**config.mk**
```make
export PLATFORM = sky130hd
export DESIGN_NAME = ftransform_wht_flat
export DESIGN_NICKNAME = d
export VERILOG_FILES = /design/src/rtl/ftransform_wht_pkg.sv /design/src/rtl/ftransform_wht_if.sv /design/src/rtl/ftransform_wht_butterfly.sv /design/src/rtl/ftransform_wht.sv /design/src/flat_wrapper.sv
export SDC_FILE = /design/constraint.sdc
export NUM_CORES = 1
export LEC_CHECK = 0
export CAP_MARGIN = 30
export CORE_AREA = 2 2 267 269
export DETAILED_ROUTE_END_ITERATION = 16
export DIE_AREA = 0 0 269 271
export GPL_TIMING_DRIVEN = 1
export PLACE_DENSITY = 0.77
export SYNTH_ARGS = -nofsm -noshare
export SYNTH_HDL_FRONTEND = slang
export SYNTH_SLANG_ARGS = --single-unit
```
**constraint.sdc**
```tcl
create_clock -name clk -period 6.1 [get_ports clk]
set_input_delay 0.915 -clock clk [delete_from_list [all_inputs] [get_ports clk]]
set_output_delay 0.915 -clock clk [all_outputs]
set_load 0.01 [all_outputs]
```
**src/rtl/ftransform_wht_pkg.sv**
```systemverilog
// Shared types and constants for the forward 4x4 Walsh-Hadamard transform of VP8 I16 luma DCs.
package ftransform_wht_pkg;

   typedef enum logic [1:0] {
      ST_LOAD = 2'd0,
      ST_ROW  = 2'd1,
      ST_COL  = 2'd2,
      ST_DONE = 2'd3
   } state_e;

   localparam logic [3:0] LAST_BEAT = 4'd15;
   localparam logic [1:0] LAST_PASS = 2'd3;

endpackage

```
**src/rtl/ftransform_wht_if.sv**
```systemverilog
// Stream-in / packed-out bus of the forward WHT block.
interface ftransform_wht_if #(
   parameter int BIT_WIDTH = 8
);
   logic                            in_valid;
   logic                            in_ready;
   logic [BIT_WIDTH+7:0]            in_data;
   logic [(BIT_WIDTH+8)*16-1:0]     out;
   logic                            done;
   logic                            busy;

   modport master (
      output in_valid, in_data,
      input  in_ready, out, done, busy
   );

   modport slave (
      input  in_valid, in_data,
      output in_ready, out, done, busy
   );
endinterface

```
**src/rtl/ftransform_wht_butterfly.sv**
```systemverilog
// Combinational 4-point Hadamard butterfly; output grows by two bits over the input.
module ftransform_wht_butterfly #(
   parameter int IN_W = 12
) (
   input  logic signed [IN_W-1:0] x0,
   input  logic signed [IN_W-1:0] x1,
   input  logic signed [IN_W-1:0] x2,
   input  logic signed [IN_W-1:0] x3,
   output logic signed [IN_W+1:0] y0,
   output logic signed [IN_W+1:0] y1,
   output logic signed [IN_W+1:0] y2,
   output logic signed [IN_W+1:0] y3
);
   logic signed [IN_W:0] a0_s;
   logic signed [IN_W:0] a1_s;
   logic signed [IN_W:0] a2_s;
   logic signed [IN_W:0] a3_s;

   assign a0_s = (IN_W+1)'(x0) + (IN_W+1)'(x2);
   assign a1_s = (IN_W+1)'(x1) + (IN_W+1)'(x3);
   assign a2_s = (IN_W+1)'(x1) - (IN_W+1)'(x3);
   assign a3_s = (IN_W+1)'(x0) - (IN_W+1)'(x2);

   assign y0 = (IN_W+2)'(a0_s) + (IN_W+2)'(a1_s);
   assign y1 = (IN_W+2)'(a3_s) + (IN_W+2)'(a2_s);
   assign y2 = (IN_W+2)'(a3_s) - (IN_W+2)'(a2_s);
   assign y3 = (IN_W+2)'(a0_s) - (IN_W+2)'(a1_s);
endmodule

```
**src/rtl/ftransform_wht.sv**
```systemverilog
// Forward 4x4 WHT: collects 16 DC beats, runs a row pass then a column pass (one per cycle),
// and presents the halved results on a packed bus with a one-cycle done pulse.
module ftransform_wht
   import ftransform_wht_pkg::*;
#(
   parameter int BIT_WIDTH  = 8,
   parameter int BLOCK_SIZE = 4
) (
   input  logic            clk,
   input  logic            rst_n,
   ftransform_wht_if.slave bus
);
   localparam int COEF_W = BIT_WIDTH + 8;
   localparam int IN_W   = BIT_WIDTH + 4;
   localparam int TMP_W  = IN_W + 2;
   localparam int BF_W   = TMP_W + 2;
   localparam int N_COEF = BLOCK_SIZE * BLOCK_SIZE;

   state_e                   state_r;
   logic [3:0]               count_r;
   logic [1:0]               pass_r;
   logic                     in_ready_r;
   logic                     done_r;
   logic                     busy_r;
   logic signed [IN_W-1:0]   in_buf_r [N_COEF];
   logic signed [TMP_W-1:0]  tmp_r    [N_COEF];
   logic signed [COEF_W-1:0] out_r    [N_COEF];

   logic signed [IN_W-1:0]   row_x_s [4];
   logic signed [TMP_W-1:0]  row_y_s [4];
   logic signed [TMP_W-1:0]  col_x_s [4];
   logic signed [BF_W-1:0]   col_y_s [4];
   logic                     unused_s;

   // Floor halving of a column result, sign-extended to the coefficient field.
   function automatic logic signed [COEF_W-1:0] half_floor(input logic signed [BF_W-1:0] v);
      half_floor = COEF_W'(v >>> 1);
   endfunction

   // Only the low IN_W bits of a beat carry the coefficient.
   assign unused_s = ^bus.in_data[COEF_W-1:IN_W];

   // Row r reads raster entries 4r..4r+3; column c reads c, c+4, c+8, c+12.
   always_comb begin
      for (int i = 0; i < 4; i++) begin
         row_x_s[i] = in_buf_r[{pass_r, 2'(i)}];
         col_x_s[i] = tmp_r[{2'(i), pass_r}];
      end
   end

   ftransform_wht_butterfly #(.IN_W(IN_W)) u_row_bfly (
      .x0(row_x_s[0]), .x1(row_x_s[1]), .x2(row_x_s[2]), .x3(row_x_s[3]),
      .y0(row_y_s[0]), .y1(row_y_s[1]), .y2(row_y_s[2]), .y3(row_y_s[3])
   );

   ftransform_wht_butterfly #(.IN_W(TMP_W)) u_col_bfly (
      .x0(col_x_s[0]), .x1(col_x_s[1]), .x2(col_x_s[2]), .x3(col_x_s[3]),
      .y0(col_y_s[0]), .y1(col_y_s[1]), .y2(col_y_s[2]), .y3(col_y_s[3])
   );

   // FSM, beat collection, row/column passes and the output register.
   always_ff @(posedge clk or negedge rst_n) begin
      if (!rst_n) begin
         state_r    <= ST_LOAD;
         count_r    <= 4'd0;
         pass_r     <= 2'd0;
         in_ready_r <= 1'b1;
         done_r     <= 1'b0;
         busy_r     <= 1'b0;
         for (int k = 0; k < N_COEF; k++) begin
            in_buf_r[k] <= '0;
            tmp_r[k]    <= '0;
            out_r[k]    <= '0;
         end
      end else begin
         done_r <= 1'b0;
         case (state_r)
            ST_LOAD: begin
               if (bus.in_valid && in_ready_r) begin
                  in_buf_r[count_r] <= bus.in_data[IN_W-1:0];
                  count_r           <= count_r + 4'd1;
                  if (count_r == LAST_BEAT) begin
                     state_r    <= ST_ROW;
                     pass_r     <= 2'd0;
                     in_ready_r <= 1'b0;
                     busy_r     <= 1'b1;
                  end
               end
            end
            ST_ROW: begin
               for (int k = 0; k < 4; k++) begin
                  tmp_r[{pass_r, 2'(k)}] <= row_y_s[k];
               end
               pass_r <= pass_r + 2'd1;
               if (pass_r == LAST_PASS) begin
                  state_r <= ST_COL;
               end
            end
            ST_COL: begin
               for (int k = 0; k < 4; k++) begin
                  out_r[{2'(k), pass_r}] <= half_floor(col_y_s[k]);
               end
               pass_r <= pass_r + 2'd1;
               if (pass_r == LAST_PASS) begin
                  state_r <= ST_DONE;
                  done_r  <= 1'b1;
               end
            end
            ST_DONE: begin
               state_r    <= ST_LOAD;
               count_r    <= 4'd0;
               in_ready_r <= 1'b1;
               busy_r     <= 1'b0;
            end
            default: begin
               state_r    <= ST_LOAD;
               count_r    <= 4'd0;
               pass_r     <= 2'd0;
               in_ready_r <= 1'b1;
               busy_r     <= 1'b0;
            end
         endcase
      end
   end

   // Pack the output register onto the bus, element k at bits [16k+15:16k].
   always_comb begin
      bus.out = '0;
      for (int k = 0; k < N_COEF; k++) begin
         bus.out[k*COEF_W +: COEF_W] = out_r[k];
      end
   end

   assign bus.in_ready = in_ready_r;
   assign bus.done     = done_r;
   assign bus.busy     = busy_r;
endmodule

```
**src/flat_wrapper.sv**
```systemverilog
// flat-port wrapper written by rule: the top's interface ports become plain ports
module ftransform_wht_flat import ftransform_wht_pkg::*;
#(
   parameter int BIT_WIDTH  = 8,
   parameter int BLOCK_SIZE = 4
)
  (clk, rst_n, bus_in_valid, bus_in_data, bus_in_ready, bus_out, bus_done, bus_busy);
  ftransform_wht_if #(.BIT_WIDTH(BIT_WIDTH)) bus_i ();
  input  logic clk;
  input  logic rst_n;
  input wire logic [$bits(bus_i.in_valid)-1:0] bus_in_valid;
  input wire logic [$bits(bus_i.in_data)-1:0] bus_in_data;
  output wire logic [$bits(bus_i.in_ready)-1:0] bus_in_ready;
  output wire logic [$bits(bus_i.out)-1:0] bus_out;
  output wire logic [$bits(bus_i.done)-1:0] bus_done;
  output wire logic [$bits(bus_i.busy)-1:0] bus_busy;
  assign bus_i.in_valid = bus_in_valid;
  assign bus_i.in_data = bus_in_data;
  assign bus_in_ready = bus_i.in_ready;
  assign bus_out = bus_i.out;
  assign bus_done = bus_i.done;
  assign bus_busy = bus_i.busy;
  ftransform_wht #(.BIT_WIDTH(BIT_WIDTH), .BLOCK_SIZE(BLOCK_SIZE)) u_core (.clk(clk), .rst_n(rst_n), .bus(bus_i));
endmodule
```
---- After elaboration in Yosys (flattened, before gate mapping) ----
Index checks and enable logic that the tools add are counted.
storage, ports and cells
  flip-flop bits (word level) ............. 683
  bits of input ports ..................... 19
  output and inout bits ................... 259
  word-level logic and storage cells ...... 196
cells by class
  add/sub/neg operators ................... 18
  $lt $le $gt $ge ......................... 18
  eq/ne operators ......................... 9
  muxes and demuxes ....................... 69
  bitwise operators ....................... 9
  reductions and logical operators ........ 19
operator list
  operator              count
  $bwmux W256           4
  $bwmux W224           4
  $demux W16 S4         4
  $bmux W14 S4          4
  $demux W14 S4         4
  $bmux W12 S4          4
  $bwmux W192           1
  $mux W14              12
  $mux W12              9
  $mux W16              4
  $demux W12 S4         1
  $ge A5 B5 Y1 const B  9
  $lt A5 B1 Y1 const B  9
  $not A4 Y5            7
  $add A15 B15 Y16      2
  $sub A15 B15 Y16      2
  $add A14 B14 Y15      2
  $sub A14 B14 Y15      2
  $add A13 B13 Y14      2
  $sub A13 B13 Y14      2
  $add A12 B12 Y13      2
  $sub A12 B12 Y13      2
  $mux W2               6
  $logic_and A1 B1 Y1   10
  20 further kinds      34

---- Depth between registers and ports, before layout ----
Gate-level depths: netlist of the first run.
  depth after elaboration ................. 10
  depth in mapped cells ................... 26
  depth with buffers taken out ............ 22

---- Modules after synthesis ----
From an unflattened synthesis of the first run, not the netlist that was laid out.
second synthesis, totals
  cell total of the unflattened synthesis .. 3177
  area, all modules ....................... 38404.3 sq um
modules (own cells, without submodules)
  module                                        times used  cells each  area each (sq um)  sequential area each (sq um)
  ftransform_wht                                1           1639        27736.6            16692.3
  ftransform_wht_butterfly (u_core.u_col_bfly)  1           826         5740.5             0.0
  ftransform_wht_butterfly (u_core.u_row_bfly)  1           712         4927.2             0.0

---- Least setup slack after synthesis of the first run ----
No wires, ideal clock.
  path type ............................... register to register
  start point ............................. register u_core.pass_r[0]
  end point ............................... register u_core.out_r, in the netlist u_core.bus.out[92]
  setup time .............................. 0.135 ns
  arrival ................................. 5.557 ns
  required time ........................... 5.965 ns
  slack ................................... 0.408 ns
  stages on the path, launching flop included .. 25
  path buffers ............................ 3
  period minus slack after synthesis ...... 5.692 ns
  path through ............................ dfrtp_1 clkbuf_1 buf_1 buf_1 mux2_2 o21ai_0 ha_1 inv_1 fa_1 a21o_1 a21oi_1 o21bai_1 a21oi_1 o21bai_1 a21oi_1 xnor2_1 ha_1 a2111oi_2 o2bb2ai_1 o41ai_1 a221oi_2 nor2_1 a221o_1 a311oi_2 o21ai_0
between the ends
  longest elaborated chain between the ends .. 10
  elaborated cells between the ends (all ways) .. 48
  those cells by class .................... 8 x add/sub; 8 x order compare; 24 x mux; 4 x bitwise; 4 x reduce/logical
ends and longest elaborated chain
  item                                                            line                                                            text
  start: declaration                                              ftransform_wht.sv:21                                            logic [1:0] pass_r;
  start signal: assignment                                        ftransform_wht.sv:94                                            pass_r <= pass_r + 2'd1;
  start signal: assignment                                        ftransform_wht.sv:103                                           pass_r <= pass_r + 2'd1;
  $not A2 Y5 (not written as such), or another cell as far along  ftransform_wht.sv:47, ftransform_wht.sv:101
  $bmux W14 S4                                                    ftransform_wht.sv:47                                            col_x_s[i] = tmp_r[{2'(i), pass_r}];
  $mux W14 (not written as such) (2 in a row)                     ftransform_wht.sv:47
  $add A14 B14 Y15, on equally long branches                      ftransform_wht_butterfly.sv:19, ftransform_wht_butterfly.sv:20
  $add A15 B15 Y16                                                ftransform_wht_butterfly.sv:24                                  assign y0 = (IN_W+2)'(a0_s) + (IN_W+2)'(a1_s);
  $bwmux W256 (3 in a row)                                        ftransform_wht.sv:101                                           out_r[{2'(k), pass_r}] <= half_floor(col_y_s[k]);
  $bwmux W256 *                                                   ftransform_wht.sv:101
  end signal: indexed assignment                                  ftransform_wht.sv:101
  end: declaration                                                ftransform_wht.sv:27                                            logic signed [COEF_W-1:0] out_r [N_COEF];
Mark *: on every way between the ends. The rest lies on a longest branch, timed or not. The select of a mux whose other input is x is not followed.
A chain may end at the register's enable or synchronous reset.

---- Worst setup path in the final report of the first run ----
  start point ............................. register u_core.pass_r[0]
  end point ............................... register u_core.out_r, in the netlist u_core.bus.out[108]
The elaborated chain is that of the path after synthesis.

==> results.json, run 1 <==
{
  "cp_max_fo": 10,
  "wl_met2_um": 48200,
  "cp_slowest_cell": "dfrtp_4",
  "r2r-start": "u_core.pass_r[0]$_DFFE_PN0P_",
  "synth.area.top_cells": "dfrtp_1, ha_1, nand2_1, mux2_2, mux4_2",
  "gp_congestion": 0.894,
  "antenna_left": 0,
  "tns_ns": 0,
  "syn_nets": 4015,
  "synthFlopType": "dfrtp_1",
  "worstSetupPathType": "reg -> reg",
  "hold_class": "in -> async",
  "htree_levels": 3,
  "cp.arrival_ns": 6.07,
  "synth_compound_area_frac": 0.126,
  "cp_slowest_stage_delay_ns": 0.53,
  "path_clk_slew_ns": 0.06,
  "netlist_instances": 3757,
  "r2r_cells": 22,
  "fmax_ghz": 0.179,
  "synth-xor-area-share": 0.0364,
  "first_pass_iters": 5,
  "r2r-end": "u_core.bus.out[108]$_DFFE_PN0P_",
  "multi_input_area_um2": 19400,
  "tightest_slew_ns": 1.04,
  "num_vias": 28594,
  "slew_viol_final": 0,
  "crit_path_end_kind": "register",
  "critPathLaunchType": "register",
  "yosysWarnings": 0,
  "ir_worst_vdd_mv": 0.308,
  "async_flop_share": 1.00,
  "rrSetupSlack_ns": 0.50,
  "status": "finished clean",
  "rows": 97,
  "path_delay_family": "compound AO/OA/AOI/OAI gates",
  "grt_use_total": 0.269,
  "p_int_uw": 7260,
  "cts.sinks": 663,
  "die_h_um": 271,
  "cp_common_cell": "a21oi_1",
  "nNetsFinal": 4227,
  "critPathLaunch": "u_core.pass_r[0]$_DFFE_PN0P_",
  "drive_above_1_share": 0.147,
  "cap_violations": 0,
  "fillers": 5497,
  "die_w_um": 269,
  "synth-edff-count": 0,
  "worstSetupEndpoint": "u_core.bus.out[108]$_DFFE_PN0P_",
  "synthMuxAreaShare": 0.131,
  "crit_required_ns": 6.57,
  "grt_pass1_vias": 28656,
  "cts.path.max_buffers": 3,
  "grt_max_degree": 177,
  "drt_wl_total_um": 97100,
  "core_region_area_um2": 69800,
  "synth_top_area_cell": "dfrtp_1",
  "synth_sequential_area_ratio": 0.442,
  "finalCriticalPeriod_ns": 5.60,
  "cts_tree": "built",
  "post-route-drc-count": 0,
  "netlist_area_um2": 37600,
  "p_leak_uw": 0.0203,
  "die_area_um2": 72900,
  "dp.final_hpwl_um": 68600,
  "grt_antenna_before_repair": 0,
  "wl_per_cell_um": 19.5,
  "initialDrtViolationCount": 2462,
  "cts_root_buffer": "clkbuf_16",
  "grt_pass1_wl_um": 155000,
  "finalSetupViolations": 0,
  "synth_top_area_share": 0.441,
  "pwr-share-clk": 0.513,
  "port_buffers": 273,
  "area_growth_pct": 17.1,
  "path_cells": "mux2_2 -> o21ai_1 -> ha_1 -> inv_1 -> fa_1 -> a21o_1 -> a21oi_1 -> o21bai_1 -> a21oi_1 -> o21bai_1 -> a21oi_1 -> xnor2_1 -> ha_1 -> a2111oi_4 -> o2bb2ai_1 -> o41ai_1 -> a221oi_2 -> nor2_1 -> a221o_1 -> a311oi_2 -> buf_4 -> o21ai_0",
  "start_util": 0.538,
  "yosys_register_bits": 663,
  "synth.most_common_cell": "nand2_1",
  "p_per_area_nw_per_um2": 211,
  "grt.overflow.total": 0,
  "crit_cells": 22,
  "synth_top_family_by_area": "simple AND/OR/NAND/NOR gates",
  "synth_cell_types": 81,
  "io_pins": 278,
  "top_layer": "met4",
  "synthSimpleGateAreaFrac": 0.138,
  "routedLengthMet1_um": 40000,
  "avgSynthCellArea_um2": 10.0,
  "final_util": 0.630,
  "hold_viol": 0,
  "relSlewSlack": 0.306,
  "route.met3.wl_um": 4810,
  "rsz0062_at_grt": "false",
  "vias_per_cell": 5.76,
  "holdBufCountCts": 0,
  "regArea_um2": 16600,
  "p_seq_frac": 0.475,
  "clk_latency_ns": 0.64,
  "cp_num_buf_inv": 2,
  "switching_share": 0.216,
  "synth_common_cells": "nand2_1, dfrtp_1, o21ai_0",
  "diodes": 0,
  "p_comb_frac": 0.012,
  "synthAdderAreaFrac": 0.0828,
  "power.switching_uw": 2010,
  "skew_ns": 0.0230,
  "min_period_over_period": 0.918,
  "cts_made_buffers": 74
}
-- what timing repair did --
item,4_1_cts,5_1_grt
buffers inserted,0,1
setup endpoints to repair,0,4
gates resized for setup,0,6
-- cells by family (layout without fill, tap and decap cells) --
kind of cell	count (synthesis)	after routing
compound gates	744	744
xor+xnor	156	156
fa+ha+maj	239	239
simple gates	1191	1191
mux	338	338
buf+inv	426	696
flops	663	663
-- cell type report --
class / instances / share of cell area
multi-input cells: 2668 / 0.440
clock inverters: 30 / 0.0108
well taps: 940 / 0.0267
clock buffers: 104 / 0.0485
repair buffers: 366 / 0.0794
inverters: 196 / 0.0167
flip-flops and latches: 663 / 0.377
-- cells in the final DEF, fill, tap and decap left out, types with 19 or more instances in the layout --
| cell | n |
|---|---|
| nand3_1 | 68 |
| nand2_1 | 713 |
| or3_1 | 27 |
| and3_1 | 19 |
| a21o_1 | 24 |
| clkbuf_16 | 74 |
| clkdlybuf4s50_1 | 272 |
| ha_1 | 223 |
| and2_1 | 25 |
| nor2b_1 | 42 |
| a21oi_1 | 119 |
| nor3_1 | 71 |
| inv_1 | 194 |
| o21ai_0 | 321 |
| xor2_1 | 36 |
| nand2b_1 | 31 |
| xnor2_1 | 120 |
| dfrtp_1 | 660 |
| o31ai_1 | 33 |
| o21bai_1 | 35 |
| mux2_2 | 224 |
| buf_4 | 86 |
| mux4_2 | 100 |
| nor2_1 | 133 |
-- power groups by stage --
stage,Combinational [uW],Clock (uW),Sequential [uW]
CTS,119,4810,4400
floorplan,8.52,0,4480
finish,113,4760,4400
global placement,118,0,4480
global route,134,4980,4400
detailed placement,119,0,4480
-- worst min path at each step --
stage / end / slack [ns] / depth (start not counted)
2_1_floorplan: u_core.tmp_r[42]$_DFFE_PN0P_ / 0.44 / 2
3_3_place_gp: u_core.tmp_r[42]$_DFFE_PN0P_ / 0.45 / 2
3_5_place_dp: u_core.tmp_r[169]$_DFFE_PN0P_ / 0.46 / 2
4_1_cts: u_core.bus.out[214]$_DFFE_PN0P_ / 0.37 / 1
5_1_grt: u_core.bus.out[248]$_DFFE_PN0P_ / 0.39 / 1
6_report: u_core.bus.out[248]$_DFFE_PN0P_ / 0.32 / 1
-- per-stage QoR --
step                total power (uW)  instances  hold WS (ns)  worst slack [ns]  area [um2]
finish                          9270       4967         0.323             0.501       44000
global route                    9510       4967         0.395            0.0283       44000
CTS                             9330       4965         0.369             0.331       43900
detailed placement              4600       4831         0.461             0.342       41300
global placement                4600       4830         0.451             0.444       41300
floorplan                       4490       3757         0.438             0.408       37600
-- sequential cells by signal, indices dropped and copies added, names as in the netlist, 2 cells and up --
register / count
u_core.bus.out: 240
u_core.count_r: 4
u_core.in_buf_r: 192
u_core.pass_r: 2
u_core.state_r: 2
u_core.tmp_r: 220
-- per-layer routing --
| layer | vias up | global-route usage |
|---|---|---|
| li1 | 13440 | - |
| met1 | 14074 | 0.343 |
| met2 | 862 | 0.460 |
| met3 | 218 | 0.0343 |
| met4 | 0 | 0.112 |
| met5 | - | 0 |
(Power assumes the default switching activity.)
==> run 2: changes to the inputs <==
--- a/config.mk
+++ b/config.mk
@@ -6,11 +6,12 @@
 export NUM_CORES = 1
 export LEC_CHECK = 0
 export CAP_MARGIN = 30
-export CORE_AREA = 2 2 267 269
+export CORE_AREA = 2 2 265 267
+export CTS_BUF_LIST = sky130_fd_sc_hd__clkbuf_8
 export DETAILED_ROUTE_END_ITERATION = 16
-export DIE_AREA = 0 0 269 271
+export DIE_AREA = 0 0 267 269
 export GPL_TIMING_DRIVEN = 1
-export PLACE_DENSITY = 0.77
+export PLACE_DENSITY = 0.78
 export SYNTH_ARGS = -nofsm -noshare
 export SYNTH_HDL_FRONTEND = slang
 export SYNTH_SLANG_ARGS = --single-unit
==> run 2 against run 1 <==
Effect of this change:
- flip-flop and latch count unchanged
- die area down 1.5%
- critical path depth down 1
- global-route usage up 0.091 points
- clock skew up 0.025 ns
- cell count up 1.3%
==> results.json, run 2 (synthesized netlist as in run 1, its figures left out) <==
{
  "status": "finished clean",
  "die_w_um": 267,
  "crit_cells": 21,
  "cts_tree": "built",
  "rows": 97,
  "cp_slowest_stage_delay_ns": 0.51,
  "path_cells": "buf_4 -> mux2_2 -> o21ai_0 -> inv_1 -> ha_1 -> fa_1 -> a21oi_1 -> o21bai_1 -> a21oi_1 -> o31ai_1 -> a31oi_2 -> nand2b_1 -> xnor2_1 -> ha_1 -> a21o_1 -> a21o_1 -> buf_4 -> a21oi_1 -> a211oi_1 -> or3_1 -> a31o_2",
  "crit_path_end_kind": "register",
  "p_leak_uw": 0.0204,
  "min_period_over_period": 0.934,
  "wl_per_cell_um": 19.2,
  "r2r_cells": 21,
  "crit_required_ns": 6.74,
  "finalCriticalPeriod_ns": 5.70,
  "antenna_left": 0,
  "cp_slowest_cell": "dfrtp_4",
  "area_growth_pct": 16.3,
  "cp_max_fo": 13,
  "placed_cell_area_um2": 41400,
  "nNetsFinal": 4262,
  "die_area_um2": 71800,
  "worstSetupPathType": "reg -> reg",
  "tns_ns": 0,
  "skew_ns": 0.0484,
  "cts.path.max_buffers": 3,
  "start_util": 0.542,
  "relSlewSlack": 0.362,
  "post-route-drc-count": 0,
  "io_pins": 278,
  "tightest_slew_ns": 0.957,
  "final_cell_mix": "nand2_1, dfrtp_1, o21ai_0",
  "gp_congestion": 0.903,
  "worstSetupEndpoint": "u_core.bus.out[60]$_DFFE_PN0P_",
  "finalSetupViolations": 0,
  "path_delay_family": "compound AO/OA/AOI/OAI gates",
  "hold_viol": 0,
  "final_area_um2": 43700,
  "core_region_area_um2": 69300,
  "r2r-end": "u_core.bus.out[60]$_DFFE_PN0P_",
  "hold_class": "in -> async",
  "r2r-start": "u_core.pass_r[0]$_DFFE_PN0P_",
  "clk_latency_ns": 0.76,
  "grt_pass1_wl_um": 152000,
  "pre_cts_slack_ns": 0.281,
  "fin_ws_ns": 0.400,
  "drt_wl_total_um": 96600,
  "fmax_ghz": 0.175,
  "cp_common_cell": "a21oi_1",
  "path_clk_slew_ns": 0.06,
  "ir_worst_vdd_mv": 0.207,
  "htree_levels": 3,
  "p_per_area_nw_per_um2": 196,
  "cp.arrival_ns": 6.34,
  "grt_use_total": 0.269,
  "diodes": 0,
  "die_h_um": 269,
  "cp_num_buf_inv": 3,
  "grt.overflow.total": 0,
  "critPathLaunch": "u_core.pass_r[0]$_DFFE_PN0P_",
  "fillers": 5461,
  "num_vias": 28928,
  "largest_reg_flops": 240,
  "holdBufCountCts": 0,
  "drive_above_1_share": 0.155,
  "slew_viol_final": 0,
  "initialDrtViolationCount": 2553,
  "cap_violations": 0,
  "first_pass_iters": 6,
  "rrSetupSlack_ns": 0.40,
  "vias_per_cell": 5.75,
  "dp.final_hpwl_um": 69000,
  "grt_max_degree": 161,
  "grt_antenna_before_repair": 0,
  "rsz0062_at_grt": "false",
  "critPathLaunchType": "register",
  "port_buffers": 273,
  "final_common_cell": "nand2_1",
  "cts_made_buffers": 107,
  "cts_root_buffer": "clkbuf_8",
  "grt_pass1_vias": 28361,
  "cts.sinks": 663
}
==> run 2: cell count changes in the layout (fill, tap and decap cells not counted), moves of 3 or more <==
cell	change
clkbuf_16	-74
clkinv_2	+5
clkbuf_1	-13
bufinv_16	-5
inv_1	+35
clkbuf_8	+116
inv_6	-3
==> run 2: final cells by class <==
class / count / area, um2 / share of cell area
clock buffers: 133 / 1830 / 0.0419
clock inverters: 64 / 458 / 0.0105
inverters: 196 / 736 / 0.0168
multi-input cells: 2668 / 19400 / 0.443
flip-flops and latches: 663 / 16600 / 0.380
well taps: 940 / 1180 / 0.0269
repair buffers: 368 / 3530 / 0.0809
==> run 2: worst register-to-register path, delay by kind of cell, from the launching register on <==
family | cells | cell delay, ns
fa+ha+maj | 3 | 1.12
buf+inv | 3 | 0.56
mux | 1 | 0.36
xor+xnor | 1 | 0.29
simple gates | 2 | 0.54
flops | 1 | 0.51
compound gates | 11 | 2.27
==> run 2: how the worst min path moves through the flow <==
stage | from | to | slack, ns | depth (start not counted)
2_1_floorplan | u_core.tmp_r[42]$_DFFE_PN0P_ | u_core.tmp_r[42]$_DFFE_PN0P_ | 0.44 | 2
3_3_place_gp | u_core.tmp_r[146]$_DFFE_PN0P_ | u_core.tmp_r[146]$_DFFE_PN0P_ | 0.45 | 2
3_5_place_dp | u_core.bus.out[101]$_DFFE_PN0P_ | u_core.bus.out[101]$_DFFE_PN0P_ | 0.46 | 2
4_1_cts | rst_n | u_core.bus.out[248]$_DFFE_PN0P_ | 0.17 | 1
5_1_grt | rst_n | u_core.bus.out[248]$_DFFE_PN0P_ | 0.20 | 1
6_report | rst_n | u_core.bus.out[248]$_DFFE_PN0P_ | 0.17 | 1
==> run 2: repair_timing <==
action,CTS,global route
setup buffers,0,0
gates resized for setup,0,6
setup endpoints to repair,0,25
==> run 2: per-stage QoR <==
stage	utilization	cells	hold WS [ns]	power [uW]
floorplan	-	3757	0.438	4490
global placement	0.596	4832	0.453	4600
detailed placement	0.597	4834	0.462	4600
CTS	0.630	5031	0.166	8610
global route	0.631	5032	0.202	8840
finish	0.631	5032	0.171	8550
==> run 2: routing by layer <==
layer / share of wire / GRT usage
met1: 0.41 / 0.339
met2: 0.50 / 0.466
met3: 0.054 / 0.0415
met4: 0.039 / 0.111
met5: 0 / 0
==> run 2: report_power, final <==
part           internal (uW)  switching, uW  total (uW)
Clock                   2160           1860        4030
Sequential              4400              0        4400
Combinational           17.6            102         119
==> run 3: changes to the inputs <==
--- a/config.mk
+++ b/config.mk
@@ -11,7 +11,9 @@
 export DETAILED_ROUTE_END_ITERATION = 16
 export DIE_AREA = 0 0 267 269
 export GPL_TIMING_DRIVEN = 1
+export MAX_ROUTING_LAYER = met4
 export PLACE_DENSITY = 0.78
+export SLEW_MARGIN = 0
 export SYNTH_ARGS = -nofsm -noshare
 export SYNTH_HDL_FRONTEND = slang
 export SYNTH_SLANG_ARGS = --single-unit
==> run 3 against run 2 <==
Effect of this change:
- cell count shrank 0.30%
- maximum frequency shrank 0.15%
- power shrank 2.1%
- critical endpoint is now u_core.bus.out[14]$_DFFE_PN0P_
- largest cell class unchanged
- first-iteration DRC count shrank 5.7%
==> results.json, run 3 (synthesized netlist as in run 1, its figures left out) <==
{
  "crit_path_end_kind": "register",
  "finalSetupViolations": 0,
  "grtUsageMet1": 0.343,
  "cts_tree": "built",
  "wl_per_cell_um": 19.1,
  "nNetsFinal": 4258,
  "crit_required_ns": 6.69,
  "die_h_um": 269,
  "drive_above_1_share": 0.151,
  "clk_latency_ns": 0.75,
  "die_area_um2": 71800,
  "area_growth_pct": 15.9,
  "first_pass_iters": 7,
  "tns_ns": 0,
  "skew_ns": 0.0510,
  "cts_made_buffers": 106,
  "cp.arrival_ns": 6.30,
  "vias_per_cell": 5.72,
  "holdBufCountCts": 0,
  "path_cells": "buf_4 -> mux2_2 -> o21ai_0 -> inv_1 -> ha_1 -> nor2b_1 -> o21ai_0 -> a21oi_1 -> o211ai_1 -> a2111oi_0 -> buf_4 -> o31ai_1 -> xor2_1 -> ha_1 -> nand2_1 -> nor3_2 -> nand3_1 -> a211oi_1 -> a2bb2oi_1 -> o21ai_0",
  "grt_antenna_before_repair": 0,
  "cp_num_buf_inv": 3,
  "grt-busiest-layer": "met2",
  "p_int_uw": 6440,
  "cp_max_fo": 12,
  "cts_root_buffer": "clkbuf_8",
  "rows": 97,
  "grt_pass1_wl_um": 153000,
  "final_cell_mix": "nand2_1, dfrtp_1, o21ai_0",
  "fillers": 5494,
  "grt_max_degree": 165,
  "drt_wl_total_um": 95800,
  "relSlewSlack": 0.386,
  "p_per_area_nw_per_um2": 192,
  "path_delay_family": "compound AO/OA/AOI/OAI gates",
  "gp_congestion": 0.916,
  "core_region_area_um2": 69300,
  "io_pins": 278,
  "ir_worst_vdd_mv": 0.192,
  "initialDrtViolationCount": 2407,
  "port_buffers": 273,
  "p_leak_uw": 0.0203,
  "htree_levels": 3,
  "finalCriticalPeriod_ns": 5.71,
  "die_w_um": 267,
  "grt_pass1_vias": 28518,
  "status": "finished clean",
  "path_clk_slew_ns": 0.06,
  "pwr-share-clk": 0.460,
  "min_period_over_period": 0.936,
  "slew_viol_final": 0,
  "cap_violations": 0,
  "antenna_left": 0,
  "largest_reg_flops": 240,
  "tightest_slew_ns": 0.920,
  "hold_viol": 0,
  "final_util": 0.628,
  "p_seq_frac": 0.526,
  "grt_use_total": 0.277,
  "fmax_ghz": 0.175,
  "diodes": 0,
  "cts.sinks": 663,
  "hold_class": "in -> async",
  "grtUsageMet3": 0.0374,
  "cts.path.max_buffers": 3,
  "p_comb_frac": 0.014,
  "cp_common_cell": "o21ai_0",
  "worstSetupPathType": "reg -> reg",
  "cp_slowest_cell": "a2bb2oi_1",
  "cp_slowest_stage_delay_ns": 0.60,
  "grt_use_met2": 0.466,
  "switching_share": 0.230,
  "post-route-drc-count": 0,
  "final_common_cell": "nand2_1",
  "dp.final_hpwl_um": 68800,
  "start_util": 0.542,
  "critPathLaunchType": "register",
  "rsz0062_at_grt": "false",
  "num_vias": 28695,
  "power.switching_uw": 1920,
  "grt.overflow.total": 0
}
## run 3: stage by stage
stage	total power [uW]	std cells	cell area, um2	worst slack, ns	hold slack [ns]
2_1_floorplan	4490	3757	37600	0.408	0.438
3_3_place_gp	4600	4829	41300	0.479	0.453
3_5_place_dp	4600	4831	41400	0.347	0.459
4_1_cts	8450	5016	43500	0.360	0.191
5_1_grt	8650	5017	43500	0.00896	0.223
6_report	8360	5017	43500	0.392	0.196
## run 3: final cells by class
cell class,count,area [um2],share of cell area
Sequential cell,663,16600,0.381
Inverter,196,736,0.0169
Clock buffer,126,1730,0.0398
Clock inverter,59,415,0.00954
Timing Repair Buffer,365,3510,0.0805
Tap cell,940,1180,0.0270
Multi-Input combinational cell,2668,19400,0.445
## run 3: layer usage
layer,vias to the layer above,wire [um]
met1,14136,39700
met4,0,3240
met3,194,5040
met2,872,47900
met5,-,0
li1,13493,-
## run 3: path summary, 6_finish.rpt
check / from / endpoint / slack [ns] / depth (start not counted)
worst max-delay path: u_core.pass_r[0]$_DFFE_PN0P_ / u_core.bus.out[14]$_DFFE_PN0P_ / 0.39 / 20
worst min-delay path: rst_n / u_core.bus.out[248]$_DFFE_PN0P_ / 0.20 / 1
worst max register to register: u_core.pass_r[0]$_DFFE_PN0P_ / u_core.bus.out[14]$_DFFE_PN0P_ / 0.39 / 20
worst min register to register: u_core.bus.out[176]$_DFFE_PN0P_ / u_core.bus.out[176]$_DFFE_PN0P_ / 0.47 / 2
max in group asynchronous: rst_n / u_core.in_buf_r[23]$_DFFE_PN0P_ / 4.43 / 2
min in group clk: u_core.bus.out[176]$_DFFE_PN0P_ / u_core.bus.out[176]$_DFFE_PN0P_ / 0.47 / 2
## run 3: power groups by stage
stage | combinational (uW) | clock [uW] | sequential (uW)
after floorplan | 8.52 | 0 | 4480
after global placement | 119 | 0 | 4480
after detailed placement | 122 | 0 | 4480
after CTS | 123 | 3920 | 4400
after global routing | 137 | 4120 | 4400
final | 117 | 3850 | 4400
## run 3: what timing repair did
item	CTS	global route
buffers inserted	0	1
resized for setup	0	6
endpoints found under the setup margin	0	9
